<file path="config.mk">
export PLATFORM = sky130hd
export DESIGN_NAME = bram_burst_reader
export DESIGN_NICKNAME = d
export VERILOG_FILES = /design/src/rtl/burst_pkg.sv /design/src/rtl/rd_lat_pipe.sv /design/src/rtl/bram_burst_reader.sv
export SDC_FILE = /design/constraint.sdc
export NUM_CORES = 1
export LEC_CHECK = 0
export ABC_AREA = 0
export CORE_MARGIN = 2
export CORE_UTILIZATION = 38
export CTS_BUF_LIST = sky130_fd_sc_hd__clkbuf_8
export DETAILED_ROUTE_END_ITERATION = 8
export GPL_TIMING_DRIVEN = 1
export PLACE_DENSITY = 0.78
export REMOVE_ABC_BUFFERS = 1
export SLEW_MARGIN = 20
export SYNTH_ARGS = -nofsm -noshare
export SYNTH_HDL_FRONTEND = slang
export SYNTH_HIERARCHICAL = 1
export SYNTH_SLANG_ARGS = --single-unit
</file>
<file path="constraint.sdc">
create_clock -name clk -period 1.7 [get_ports clk]
set_input_delay 0.255 -clock clk [delete_from_list [all_inputs] [get_ports clk]]
set_output_delay 0.255 -clock clk [all_outputs]
set_load 0.05 [all_outputs]
</file>
<file path="src/rtl/burst_pkg.sv">
// Shared definitions for the BRAM burst reader that refills the instruction cache.
// Holds the FSM encoding, the default burst length and the byte/word address shift.
package burst_pkg;

    typedef enum logic [1:0] {
        IDLE  = 2'd0,
        ISSUE = 2'd1,
        DRAIN = 2'd2
    } state_t;

    // Matches the instruction cache's CPU refill burst length.
    localparam int DEFAULT_BURST_LEN = 8;

    localparam int BYTE_SHIFT = 2;

endpackage

</file>
<file path="src/rtl/rd_lat_pipe.sv">
// Valid-tracking shift register that mirrors the BRAM read latency.
// The tail is high in the same cycle that the BRAM presents the data for an earlier read enable.
module rd_lat_pipe #(
    parameter int DEPTH = 1
) (
    input  logic clk,
    input  logic rst,
    input  logic en,
    output logic tail
);

    logic [DEPTH-1:0] stages;

    always_ff @(posedge clk) begin
        if (!rst) begin
            stages <= '0;
        end else begin
            stages[0] <= en;
            for (int i = 1; i < DEPTH; i++) begin
                stages[i] <= stages[i-1];
            end
        end
    end

    assign tail = stages[DEPTH-1];

endmodule

</file>
<file path="src/rtl/bram_burst_reader.sv">
// Reads BURST_LEN consecutive BRAM words on an arbiter request and streams them to the
// instruction cache as a contiguous valid-qualified burst; the cache cannot stall the stream.
module bram_burst_reader
    import burst_pkg::*;
#(
    parameter int BURST_LEN = DEFAULT_BURST_LEN,
    parameter int ADDR_W    = 12,
    parameter int RD_LAT    = 1
) (
    input  logic              clk,
    input  logic              rst,
    input  logic              req_valid,
    input  logic [31:0]       req_addr,
    output logic              req_ready,
    output logic              bram_en,
    output logic [ADDR_W-1:0] bram_addr,
    input  logic [31:0]       bram_rdata,
    output logic [31:0]       data_out,
    output logic              data_valid,
    output logic              busy,
    output logic              done
);

    localparam int CNT_W = $clog2(BURST_LEN);
    localparam logic [CNT_W-1:0] LAST_CNT = CNT_W'(BURST_LEN - 1);

    if (BURST_LEN < 2 || BURST_LEN > 16 || (BURST_LEN & (BURST_LEN - 1)) != 0) begin : g_bad_burst_len
        $fatal(1, "bram_burst_reader: BURST_LEN must be a power of two in 2..16");
    end
    if (RD_LAT < 1 || RD_LAT > 4) begin : g_bad_rd_lat
        $fatal(1, "bram_burst_reader: RD_LAT must be in 1..4");
    end
    if (ADDR_W < 1 || ADDR_W > 29) begin : g_bad_addr_w
        $fatal(1, "bram_burst_reader: ADDR_W must be in 1..29");
    end

    state_t            state;
    state_t            next_state;
    logic [ADDR_W-1:0] start_addr;
    logic [CNT_W-1:0]  issue_cnt;
    logic [CNT_W-1:0]  out_cnt;
    logic              issue_last;
    logic              pipe_tail;
    logic              accept;
    logic              unused_addr_bits;

    assign unused_addr_bits = ^{req_addr[31:ADDR_W+BYTE_SHIFT], req_addr[BYTE_SHIFT-1:0]};

    assign issue_last = (issue_cnt == LAST_CNT);
    assign accept     = req_valid && req_ready;
    assign busy       = (state != IDLE);

    always_ff @(posedge clk) begin
        if (!rst) begin
            state <= IDLE;
        end else begin
            state <= next_state;
        end
    end

    always_comb begin
        next_state = state;
        req_ready  = 1'b0;
        bram_en    = 1'b0;
        bram_addr  = '0;
        case (state)
            IDLE: begin
                req_ready = 1'b1;
                if (req_valid) begin
                    next_state = ISSUE;
                end
            end
            ISSUE: begin
                bram_en   = 1'b1;
                bram_addr = start_addr + ADDR_W'(issue_cnt);
                if (issue_last) begin
                    next_state = DRAIN;
                end
            end
            DRAIN: begin
                // Leave only after the final word has gone out, so busy covers it.
                if (done) begin
                    next_state = IDLE;
                end
            end
            default: begin
                next_state = IDLE;
            end
        endcase
    end

    always_ff @(posedge clk) begin
        if (!rst) begin
            start_addr <= '0;
            issue_cnt  <= '0;
        end else begin
            if (accept) begin
                start_addr <= req_addr[ADDR_W+BYTE_SHIFT-1:BYTE_SHIFT];
            end
            if (state == ISSUE) begin
                issue_cnt <= issue_last ? '0 : issue_cnt + CNT_W'(1);
            end
        end
    end

    rd_lat_pipe #(
        .DEPTH(RD_LAT)
    ) u_rd_lat_pipe (
        .clk (clk),
        .rst (rst),
        .en  (bram_en),
        .tail(pipe_tail)
    );

    // Output register: data_out keeps its last word between bursts.
    always_ff @(posedge clk) begin
        if (!rst) begin
            data_out   <= '0;
            data_valid <= 1'b0;
            done       <= 1'b0;
            out_cnt    <= '0;
        end else begin
            data_valid <= pipe_tail;
            done       <= pipe_tail && (out_cnt == LAST_CNT);
            if (pipe_tail) begin
                data_out <= bram_rdata;
                out_cnt  <= (out_cnt == LAST_CNT) ? '0 : out_cnt + CNT_W'(1);
            end
        end
    end

    a_done_with_valid : assert property (@(posedge clk) disable iff (!rst) done |-> data_valid);
    a_en_only_busy    : assert property (@(posedge clk) disable iff (!rst) bram_en |-> busy);

endmodule

</file>
==> flow_summary.toml <==
[power]
p_leak_nw = 1.502
pwr_density_cell_nw_per_um2 = 762.5
seq_power_share_pct = 47.4
switching_share_pct = 28.34
pwr-share-clk_pct = 30.1
pwr-share-comb_pct = 22.6
p_int_w = 0.002115
p_sw_w = 0.0008362
ir_worst_vdd_mv = 0.5080

[synthesis]
synth_top_area_cell = "dfxtp_1"
syn_inst = 248
synth_xor_area_share_pct = 3.247
synth_simple_gate_area_share_pct = 22.37
ys_seq_area_share_pct = 45.36
ys_types = 33
synth_top_family_by_area = "simple AND/OR/NAND/NOR gates"
yosys.area_share.adder_pct = 4.433
synth_warnings = 6
synth_most_common_cell = "dfxtp_1"
synth-seq-cells = 55
netlist_area_um2 = 2427
synth_edf_count = 0
synth_compound_area_share_pct = 7.062
syn_area_per_cell_um2 = 9.788
synth_top_cell_area_share_pct = 45.36
async_flop_share_pct = 0
synth_area_leaders = "dfxtp_1 (45%), mux2i_1 (14%), nor2b_1 (9.3%)"
yosys-mux-area-fraction_pct = 14.43
synthFlopType = "dfxtp_1"
synth_common_cells = "dfxtp_1 (55), nor2b_1 (36), mux2i_1 (35)"

[setup_path]
critPathLaunchType = "register"
cp_slowest_stage_delay_ns = 0.36
crit_family = "adder cells"
path_cells = "ha_4 -> fa_2 -> a21oi_2 -> nor3b_2 -> xnor2_1 -> nor2_1 -> buf_12"
required_ns = 1.44
path_max_fanout = 3
critical_path_class = "register to output port"
crit_slowest_cell = "fa_2"
crit_buf_inv = 1
crit_path_end_kind = "output port"
crit_arrival_ns = 1.89

[floorplanning]
die_w_um = 83.93
rows = 29
die_y_um = 83.93
pin_count = 116
start_util_pct = 38.67
die-area_um2 = 7043
core_um2 = 6277

[timing]
period_needed_ns = 2.148
setup_slack_ns = -0.4475
hold_viol_final = 0
finalSetupViolations = 11
relSlewSlack_pct = 71.79
fmax_mhz = 465.6
skew_ns = 0.006004
rsz0062_at_grt = "true"
report.final.slew_viol_count = 0
worstMarginPinSlew_ns = 0.4222
period_share_pct = 126.3

[route]
first_pass_iters = 3
drt-initial-drc-count = 66
avgRoutedWirePerCell_um = 12.53
vias = 2000
drc_errors = 0
finalWirelength_mm = 5.438
vias_per_cell = 4.608
ant_nets = 0

[clocking]
tritoncts = "done"
htree_levels = 2
postCtsHoldBufs = 0
clk_path_buf_depth = 2
clk_latency_ns = 0.31
cts_buffers = 5
cts.sinks = 55
path_clk_slew_ns = 0.10
cts_root_buf = "clkbuf_8"

[cells_and_area]
fin_nets = 431
post-route-util_pct = 61.65
area_growth_pct = 59.43
drive_gt1_share_pct = 30.53
n_antenna_cell = 0
final_area_um2 = 3870
stdcell_count = 434

[global_route]
overflow = 0
antenna_found_initial = 0
grt_pass1_wl_mm = 9.059
grt_max_degree = 39
grt_pass1_vias = 2067
grt_usage_pct = 15.41

[min_path]
min_path_type = "register to register"

[placed_design]
port_buffers = 95
dp_hpwl_mm = 3.936
dp_cells = 423
place_congestion = 0.7168
placed_cell_area_um2 = 3577

[outcome]
violations = "setup timing"
status = "finished, violations left"

[run]
drv_cap = 0
==> layout by cell type, fill, tap and decap left out, types with 5 or more instances in the layout <==
cell              n
a21boi_0         13
buf_12           10
buf_4            50
clkbuf_8          5
clkdlybuf4s50_1  46
dfxtp_1          47
dfxtp_2           7
mux2i_1          34
nand2_1          33
nor2_1            7
nor2_2            7
nor2b_1          36
xnor2_1           5
==> kinds of logic after synthesis <==
logic type,count (synthesis)
fa+ha+maj,8
xor+xnor,9
buf+inv,15
flops,55
compound gates,24
simple gates,102
mux,35
==> worst register-to-register path, stage by stage (launching register included) <==
cell and delay, ns:
dfxtp_2 0.36, buf_4 0.14, ha_1 0.17, ha_1 0.22
nor3_1 0.18, a21oi_1 0.06, nor2b_1 0.10
==> sequential cells by signal, summed over array words and instances, names as in the netlist <==
| name | count |
|---|---|
| done | 1 |
| start_addr | 12 |
| issue_cnt | 3 |
| u_rd_lat_pipe/tail | 1 |
| out_cnt | 3 |
| data_out | 32 |
| data_valid | 1 |
| state | 2 |
==> layer usage <==
metal	vias to the layer above	part of all wire, %	GRT usage [%]
li1	1031	-	-
met1	893	40	16.82
met2	72	49	27.71
met3	4	9.6	7.023
met4	0	0.66	2.639
met5	-	0	0
==> power groups by stage <==
stage	logic, W	clock network, W	registers (W)
after global routing	0.000713	0.000973	0.00141
after detailed placement	0.000644	0	0.00142
final	0.000666	0.000888	0.00140
after CTS	0.000653	0.000924	0.00140
after floorplan	0.000212	0	0.00155
after global placement	0.000635	0	0.00142
==> layout make-up <==
class | count | area (um^2)
multi-input combinational | 178 | 1363
inverter | 3 | 11.26
timing repair buffer | 113 | 1170
tap | 77 | 96.34
sequential | 55 | 1114
fill | 520 | 2407
clock inverter | 3 | 47.55
clock buffer | 5 | 68.82
==> final timing paths <==
check,depth (start not counted),endpoint,start,slack (ns)
worst min-delay path,2,start_addr[11],start_addr[11],0.48
worst max-delay path,7,bram_addr[8],start_addr[0],-0.45
worst min register to register,2,start_addr[11],start_addr[11],0.48
worst max register to register,6,issue_cnt[0],issue_cnt[1],0.40
==> repair_timing <==
item / CTS / global route
setup buffers: 1 / 3
setup endpoints to repair: 12 / 12
pin swaps: 7 / 14
gates resized for setup: 14 / 25
==> per-stage QoR <==
step | hold slack [ns] | TNS, ns | power [W] | setup slack (ns)
2_1_floorplan | 0.3725 | -9.460 | 0.001763 | -0.5897
5_1_grt | 0.5135 | -4.429 | 0.003093 | -0.4993
3_3_place_gp | 0.4571 | -1.383 | 0.002053 | -0.2882
6_report | 0.4847 | -3.703 | 0.002951 | -0.4475
4_1_cts | 0.4779 | -4.437 | 0.002972 | -0.5027
3_5_place_dp | 0.4641 | -1.506 | 0.002065 | -0.3142
Note: power is estimated with default switching activity, not from simulation.
